$ cat config.mk
export PLATFORM = sky130hd
export DESIGN_NAME = seg7_scan_decoder
export DESIGN_NICKNAME = d
export VERILOG_FILES = /design/src/rtl/seg7_scan_decoder.sv
export SDC_FILE = /design/constraint.sdc
export NUM_CORES = 1
export LEC_CHECK = 0
export ABC_AREA = 1
export BUFFER_PORTS_ARGS = -buffer_cell sky130_fd_sc_hd__buf_2
export CAP_MARGIN = 20
export CELL_PAD_IN_SITES_DETAIL_PLACEMENT = 0
export CELL_PAD_IN_SITES_GLOBAL_PLACEMENT = 1
export CORE_MARGIN = 2
export CORE_UTILIZATION = 46
export DETAILED_ROUTE_END_ITERATION = 12
export PLACE_DENSITY = 0.84
export SYNTH_ARGS = -nofsm -noshare
export SYNTH_HDL_FRONTEND = slang
export SYNTH_SLANG_ARGS = --single-unit
$ cat constraint.sdc
create_clock -name clk -period 5.2 [get_ports clk]
set_input_delay 1.04 -clock clk [delete_from_list [all_inputs] [get_ports clk]]
set_output_delay 1.04 -clock clk [all_outputs]
set_load 0.005 [all_outputs]
$ cat src/rtl/seg7_scan_decoder.sv
// Rebuilds the two 16-bit counter values from a multiplexed 8-digit seven-segment bus
// by waiting for each strobed digit to settle, decoding it and assembling full frames.
module seg7_scan_decoder #(
    parameter int STABLE_CYCLES = 16,
    parameter int FRAME_TIMEOUT = 1048576
) (
    input  logic        clk,
    input  logic        rst,
    input  logic [7:0]  hex_i,
    input  logic [7:0]  an_i,
    output logic [15:0] val_1_o,
    output logic [15:0] val_2_o,
    output logic        frame_valid_o,
    output logic [7:0]  digit_mask_o,
    output logic        seg_err_o,
    output logic        an_err_o,
    output logic        timeout_o,
    output logic [7:0]  err_cnt_o
);
    localparam int              TO_W      = $clog2(FRAME_TIMEOUT) + 1;
    localparam logic [7:0]      STAB_LAST = 8'(STABLE_CYCLES - 1);
    localparam logic [TO_W-1:0] TO_LAST   = TO_W'(FRAME_TIMEOUT - 1);

    typedef enum logic {SETTLE, HELD} state_t;

    state_t          state;
    logic [7:0]      r_an;
    logic [7:0]      p_an;
    logic [6:0]      r_hex;
    logic [6:0]      p_hex;
    logic [7:0]      stab_cnt;
    logic [TO_W-1:0] to_cnt;
    logic [31:0]     store;

    logic       same;
    logic       eval;
    logic       blank;
    logic       one_low;
    logic       dec_ok;
    logic [3:0] nib;
    logic [2:0] idx;
    logic       capture;
    logic       seg_err_d;
    logic       an_err_d;
    logic       frame_done;
    logic       frame_to;
    logic [7:0] mask_next;
    logic       unused_dp;

    assign unused_dp = hex_i[7];

    function automatic logic [4:0] decode(input logic [6:0] seg);
        case (seg)
            7'h40:   decode = {1'b1, 4'h0};
            7'h79:   decode = {1'b1, 4'h1};
            7'h24:   decode = {1'b1, 4'h2};
            7'h30:   decode = {1'b1, 4'h3};
            7'h19:   decode = {1'b1, 4'h4};
            7'h12:   decode = {1'b1, 4'h5};
            7'h02:   decode = {1'b1, 4'h6};
            7'h78:   decode = {1'b1, 4'h7};
            7'h00:   decode = {1'b1, 4'h8};
            7'h10:   decode = {1'b1, 4'h9};
            7'h08:   decode = {1'b1, 4'hA};
            7'h03:   decode = {1'b1, 4'hB};
            7'h46:   decode = {1'b1, 4'hC};
            7'h21:   decode = {1'b1, 4'hD};
            7'h06:   decode = {1'b1, 4'hE};
            7'h0E:   decode = {1'b1, 4'hF};
            default: decode = 5'h00;
        endcase
    endfunction

    // Position of the lit digit; only meaningful when exactly one strobe is low.
    always_comb begin
        idx = 3'd0;
        for (int i = 0; i < 8; i++) begin
            if (!r_an[i]) idx = 3'(i);
        end
    end

    assign same          = (r_an == p_an) && (r_hex == p_hex);
    assign eval          = (state == SETTLE) && same && (stab_cnt == STAB_LAST);
    assign blank         = (r_an == 8'hFF);
    assign one_low       = $onehot(~r_an);
    assign {dec_ok, nib} = decode(r_hex);
    assign capture       = eval && one_low && dec_ok;
    assign seg_err_d     = eval && one_low && !dec_ok;
    assign an_err_d      = eval && !blank && !one_low;
    assign frame_done    = (digit_mask_o == 8'hFF);
    assign frame_to      = !frame_done && (digit_mask_o != 8'h00) && (to_cnt == TO_LAST);

    // A capture landing on a timeout cycle starts the next partial frame.
    always_comb begin
        mask_next = (frame_done || frame_to) ? 8'h00 : digit_mask_o;
        if (capture) mask_next[idx] = 1'b1;
    end

    always_ff @(posedge clk) begin
        if (rst) begin
            state         <= SETTLE;
            r_an          <= 8'h00;
            p_an          <= 8'h00;
            r_hex         <= 7'h00;
            p_hex         <= 7'h00;
            stab_cnt      <= 8'h00;
            to_cnt        <= '0;
            store         <= 32'h0;
            val_1_o       <= 16'h0;
            val_2_o       <= 16'h0;
            frame_valid_o <= 1'b0;
            digit_mask_o  <= 8'h00;
            seg_err_o     <= 1'b0;
            an_err_o      <= 1'b0;
            timeout_o     <= 1'b0;
            err_cnt_o     <= 8'h00;
        end else begin
            r_an  <= an_i;
            r_hex <= hex_i[6:0];
            p_an  <= r_an;
            p_hex <= r_hex;

            // Evaluation happens once per stable sample; HELD waits for the next change.
            case (state)
                SETTLE: begin
                    if (!same) begin
                        stab_cnt <= 8'd1;
                    end else begin
                        stab_cnt <= stab_cnt + 8'd1;
                        if (eval) state <= HELD;
                    end
                end
                HELD: begin
                    if (!same) begin
                        stab_cnt <= 8'd1;
                        state    <= SETTLE;
                    end
                end
                default: state <= SETTLE;
            endcase

            seg_err_o <= seg_err_d;
            an_err_o  <= an_err_d;
            if ((seg_err_d || an_err_d) && (err_cnt_o != 8'hFF)) begin
                err_cnt_o <= err_cnt_o + 8'd1;
            end

            if (capture) store[idx*4 +: 4] <= nib;

            frame_valid_o <= 1'b0;
            timeout_o     <= 1'b0;
            if (frame_done) begin
                val_1_o       <= store[31:16];
                val_2_o       <= store[15:0];
                frame_valid_o <= 1'b1;
                to_cnt        <= '0;
            end else if (frame_to) begin
                timeout_o <= 1'b1;
                to_cnt    <= '0;
            end else if (digit_mask_o != 8'h00) begin
                to_cnt <= to_cnt + TO_W'(1);
            end
            digit_mask_o <= mask_next;
        end
    end
endmodule

### Word-level counts from Yosys, hierarchy flattened

Index checks and enable logic that the tools add are counted.
Widths: inputs -> output; s select.

| operators by class | value |
|---|---|
| $add $sub $neg | 11 |
| magnitude comparators | 2 |
| eq/ne operators | 24 |
| shift-type cells | 2 |
| mux-type cells | 22 |
| bitwise gates (word level) | 3 |
| reduce and logical (&&, ||, !) cells | 22 |

Operators by type and width:

| operator | number |
|---|---|
| $pmux 5 s16 | 1 |
| $neg 5->34 | 1 |
| $shift 4x34->32 const A | 1 |
| $shiftx 4x34->32 | 1 |
| $bwmux 32 | 1 |
| $mux 8 | 4 |
| $eq 7x7->1 const B | 4 |
| $add 21x1->21 const B | 1 |
| $eq 21x20->1 const B | 1 |
| $eq 7x5->1 const B | 3 |
| $eq 7x6->1 const B | 3 |
| $mux 3 | 6 |
| $add 8x1->8 const B | 2 |
| $eq 8x8->1 const B | 2 |
| $pmux 8 s2 | 1 |
| $eq 7x2->1 const B | 2 |
| $eq 7x4->1 const B | 2 |
| $logic_and 1x1->1 | 12 |
| $add 1x1->2 | 4 |
| $eq 8x4->1 const B | 1 |
| $eq 8x8->1 | 1 |
| $ne 8x8->1 const B | 1 |
| $not 8->8 | 1 |
| $or 8x8->8 | 1 |
| other kinds (18) | 29 |

| storage, ports and cells | value |
|---|---|
| bits in registers | 144 |

### Longest topological paths before layout

| depth | value |
|---|---|
| depth after elaboration | 13 |
| mapped depth | 22 |
| gate-level depth less buffers | 21 |

### Least setup slack after synthesis

No wires, ideal clock.

| path | value |
|---|---|
| kind | register to register |
| start | register r_an[0] |
| end | register store[16] |
| library setup time | 113 ps |
| arrival | 3422 ps |
| data required time | 5087 ps |
| path slack | 1665 ps |
| cell stages (with the launch flop) | 18 |
| buffers on the path | 0 |
| path through | dfxtp_1 > fa_1 > inv_1 > fa_1 > inv_1 > fa_1 > inv_1 > ha_1 > inv_1 > fa_1 > o211a_1 > nand2_1 > nor2_4 > nand2_4 > nor2_8 > nand3_1 > nor2_1 > nor2_1 |

| between the ends | value |
|---|---|
| cells in the longest elaborated chain, start to end | 7 |
| elaborated cells between the ends (all ways) | 11 |
| those cells by class | add/sub (3); eq/ne (2); bitwise (1); reduce/logical (5) |

Ends and longest elaborated chain:

| item | line | text |
|---|---|---|
| from (decl) | 27 | `logic [7:0] r_an;` |
| from (signal assigned) | 118 | `r_an <= an_i;` |
| $not 8->8 | 85 | `assign one_low = $onehot(~r_an);` |
| $add 1x1->2 (implied by the code) | 85 |  |
| $add 2x2->3 (implied by the code) | 85 |  |
| $add 3x3->4 (implied by the code) | 85 |  |
| $eq 4x1->1 | 85 |  |
| $logic_and 1x1->1 (*) (2 in a row) | 87 | `assign capture = eval && one_low && dec_ok;` |
| to (signal, indexed assignment) | 148 | `if (capture) store[idx*4 +: 4] <= nib;` |
| to (decl) | 33 | `logic [31:0] store;` |

Mark *: on every way between the ends. The rest lies on a longest branch, timed or not.
A chain may end at the register's enable or synchronous reset.

### Final worst setup path

| path | value |
|---|---|
| start | register r_an[0] |
| end | register store[18] |

The elaborated chain is that of the path after synthesis.

==> flow_metrics.tcl <==
set metrics [dict create \
    maxCapViolCount 0 \
    ys_async_sr_fraction_pct 0 \
    io_buffers 68 \
    switching_share_pct 22.08 \
    global_route.overflow_total 0 \
    hold_viol 0 \
    tns_ps 0 \
    nNetsFinal 1034 \
    vias 5473 \
    sequentialPowerShare_pct 43.6 \
    p_sw_uw 570.6 \
    grt_pass1_wl_um 23120 \
    pwr_density_cell_mw_per_mm2 334.7 \
    antenna_cells 0 \
    yosysTopAreaCell "dfxtp_1" \
    ir_worst_vdd_uv 240.2 \
    p_comb_share_pct 5.6 \
    critPathArrivalTime_ps 4240 \
    dp_hpwl_um 9627 \
    grt_max_degree 43 \
    final_common_cell "nand2_1" \
    io_pins 70 \
    syn_area_per_cell_um2 7.063 \
    post_cts_resized 0 \
    firstDrtPassIters 4 \
    max_stage_delay_ps 540 \
    clock-sinks 144 \
    critPathLaunchType "flop" \
    cp_max_fo 5 \
    antenna_found_initial 0 \
    yosysSeqAreaShare_pct 43.74 \
    h-tree-depth 4 \
    clkLatencyLatePin_ps 420 \
    drc_errors 0 \
    synth.area.top_cells "dfxtp_1, nand2_1, nor2_1" \
    vias_per_cell 4.576 \
    fin_crit_ps 3879 \
    max_freq_mhz 257.8 \
    wl_per_cell_um 11.21 \
    syn-cell-area_mm2 0.006590 \
    synth_ff_type "dfxtp_1" \
    finalPower_mw 2.585 \
    setup_viol 0 \
    slew_violations 0 \
    rows 43 \
    postRouteAntennaNets 0 \
    die_x_um 123.7 \
    gp_congestion 0.8463 \
    timing.final.crit_share_pct 74.60 \
    ctsHoldBuffers 0 \
    start_util_pct 47.29 \
    synth_top_area_share_pct 43.74 \
    worst_pin_slew_ps 857.4 \
    die_h_um 123.7 \
    fin_skew_ps 8.283 \
    track_usage_pct 19.10 \
    post_cts_buffers 0 \
    die-area_mm2 0.01530 \
    rsz0062_at_grt "no" \
    tritoncts "built" \
    relSlewSlack_pct 42.78 \
    cp_slowest_cell "fa_1" \
    cp-end-kind "flop" \
    drive_above_1_share_pct 14.67 \
    hold_class "reg -> reg" \
    area_growth_pct 17.16 \
    max-clock-path-buffers 2 \
    cts-root-buf "clkbuf_16" \
    run_status "complete, no violations" \
    syn_inst 933 \
    wl_um 13410 \
    clockPowerShare_pct 50.8 \
    drtIter0Drc 259 \
    ys_ff_latch 144 \
    numCtsBuffers 17 \
    path_clk_slew_ps 60 \
    synth_edf_count 0 \
    core_area_mm2 0.01393 \
    critical_path.cell_chain "fa_1 -> inv_1 -> fa_1 -> inv_1 -> fa_1 -> inv_1 -> ha_1 -> inv_1 -> fa_1 -> o211a_1 -> nand2_1 -> nor4_1 -> nand3_1 -> nand2_1 -> nand2_1 -> nor2_1" \
    internal_power_mw 2.014 \
    critPathRequiredTime_ps 5560 \
    grt_pass1_vias 5034 \
    yosysWarnings 0 \
    worstSetupPathType "reg -> reg" \
    syn_nets 964 \
    p_leak_nw 3.771 \
    yosysUniqueCellTypes 38 \
    final_cell_mix "nand2_1, nor2_1, dfxtp_1" \
]
## final timing paths
check	startpoint	endpoint	slack, ps	depth (start not counted)
max	r_an[0]$_SDFF_PP0_	store[18]$_SDFFE_PP0P_	1320	16
max reg2reg	r_an[0]$_SDFF_PP0_	store[18]$_SDFFE_PP0P_	1320	16
min reg2reg	val_2_o[9]$_SDFFE_PP0P_	val_2_o[9]$_SDFFE_PP0P_	450	2
min	val_2_o[9]$_SDFFE_PP0P_	val_2_o[9]$_SDFFE_PP0P_	450	2
## Yosys cell counts, types with 9 or more instances
master	number
dfxtp_1	144
nor3_1	16
xor2_1	12
nor2_1	165
inv_2	9
clkbuf_1	11
ha_1	9
o21ai_0	45
nand2_4	9
inv_1	143
nand4_1	17
nand3_1	29
nand2_1	235
a21oi_1	18
## layout make-up
type	instances	area, µm²
fill	1391	6213
multi-input combinational	615	3029
sequential	144	2883
inverter	154	578.1
clock buffer	18	429.2
timing repair buffer	71	362.8
tap	180	225.2
clock inverter	14	214.0
## cell families after synthesis
family          share of synthesized area [%]
simple gates                            34.48
buf+inv                                 10.33
flops                                   43.74
compound gates                          6.133
xor+xnor                                2.392
fa+ha+maj                               2.924
## power by group through the flow
| stage | clock network, mW | registers (mW) | logic, mW |
|---|---|---|---|
| floorplan | 0 | 1.15 | 0.116 |
| detailed placement | 0 | 1.15 | 0.147 |
| CTS | 1.35 | 1.13 | 0.147 |
| global placement | 0 | 1.15 | 0.146 |
| global route | 1.39 | 1.13 | 0.169 |
| finish | 1.31 | 1.13 | 0.144 |
## state kept, by name, indices dropped and copies added, names as in the netlist
signal	flops
to_cnt	21
frame_valid_o	1
seg_err_o	1
r_an	8
digit_mask_o	8
an_err_o	1
stab_cnt	8
val_2_o	16
val_1_o	16
store	32
timeout_o	1
err_cnt_o	8
r_hex	7
p_hex	7
p_an	8
state	1
## critical path, delay by kind of cell, from the launching register on
family	cells	cell delay, ps
buffers and inverters	4	210
adders and majority gates	5	2060
AOI/OAI and AO/OA	1	140
DFF	1	340
and+or+nand+nor	6	1070
## metrics by stage
stage                     area (µm²)  worst slack, ps  utilization (%)  cells  hold slack [ps]
final                           7721             1321            55.41   1196            449.9
after CTS                       7721             1319            55.41   1196            456.7
after detailed placement        7078             1334            50.79   1164            441.0
after global routing            7721             1095            55.41   1196            481.9
after global placement          7078             1326            50.79   1164            434.8
after floorplan                 6590             1665                -    933            438.3
## per-layer routing
layer / wire [µm] / GRT usage [%] / vias up
li1: - / - / 3005
met1: 6845 / 25.88 / 2370
met2: 5814 / 29.77 / 79
met3: 536 / 4.579 / 19
met4: 213 / 6.605 / 0
met5: 0 / 0 / -
Power figures use the tool's default switching activity.
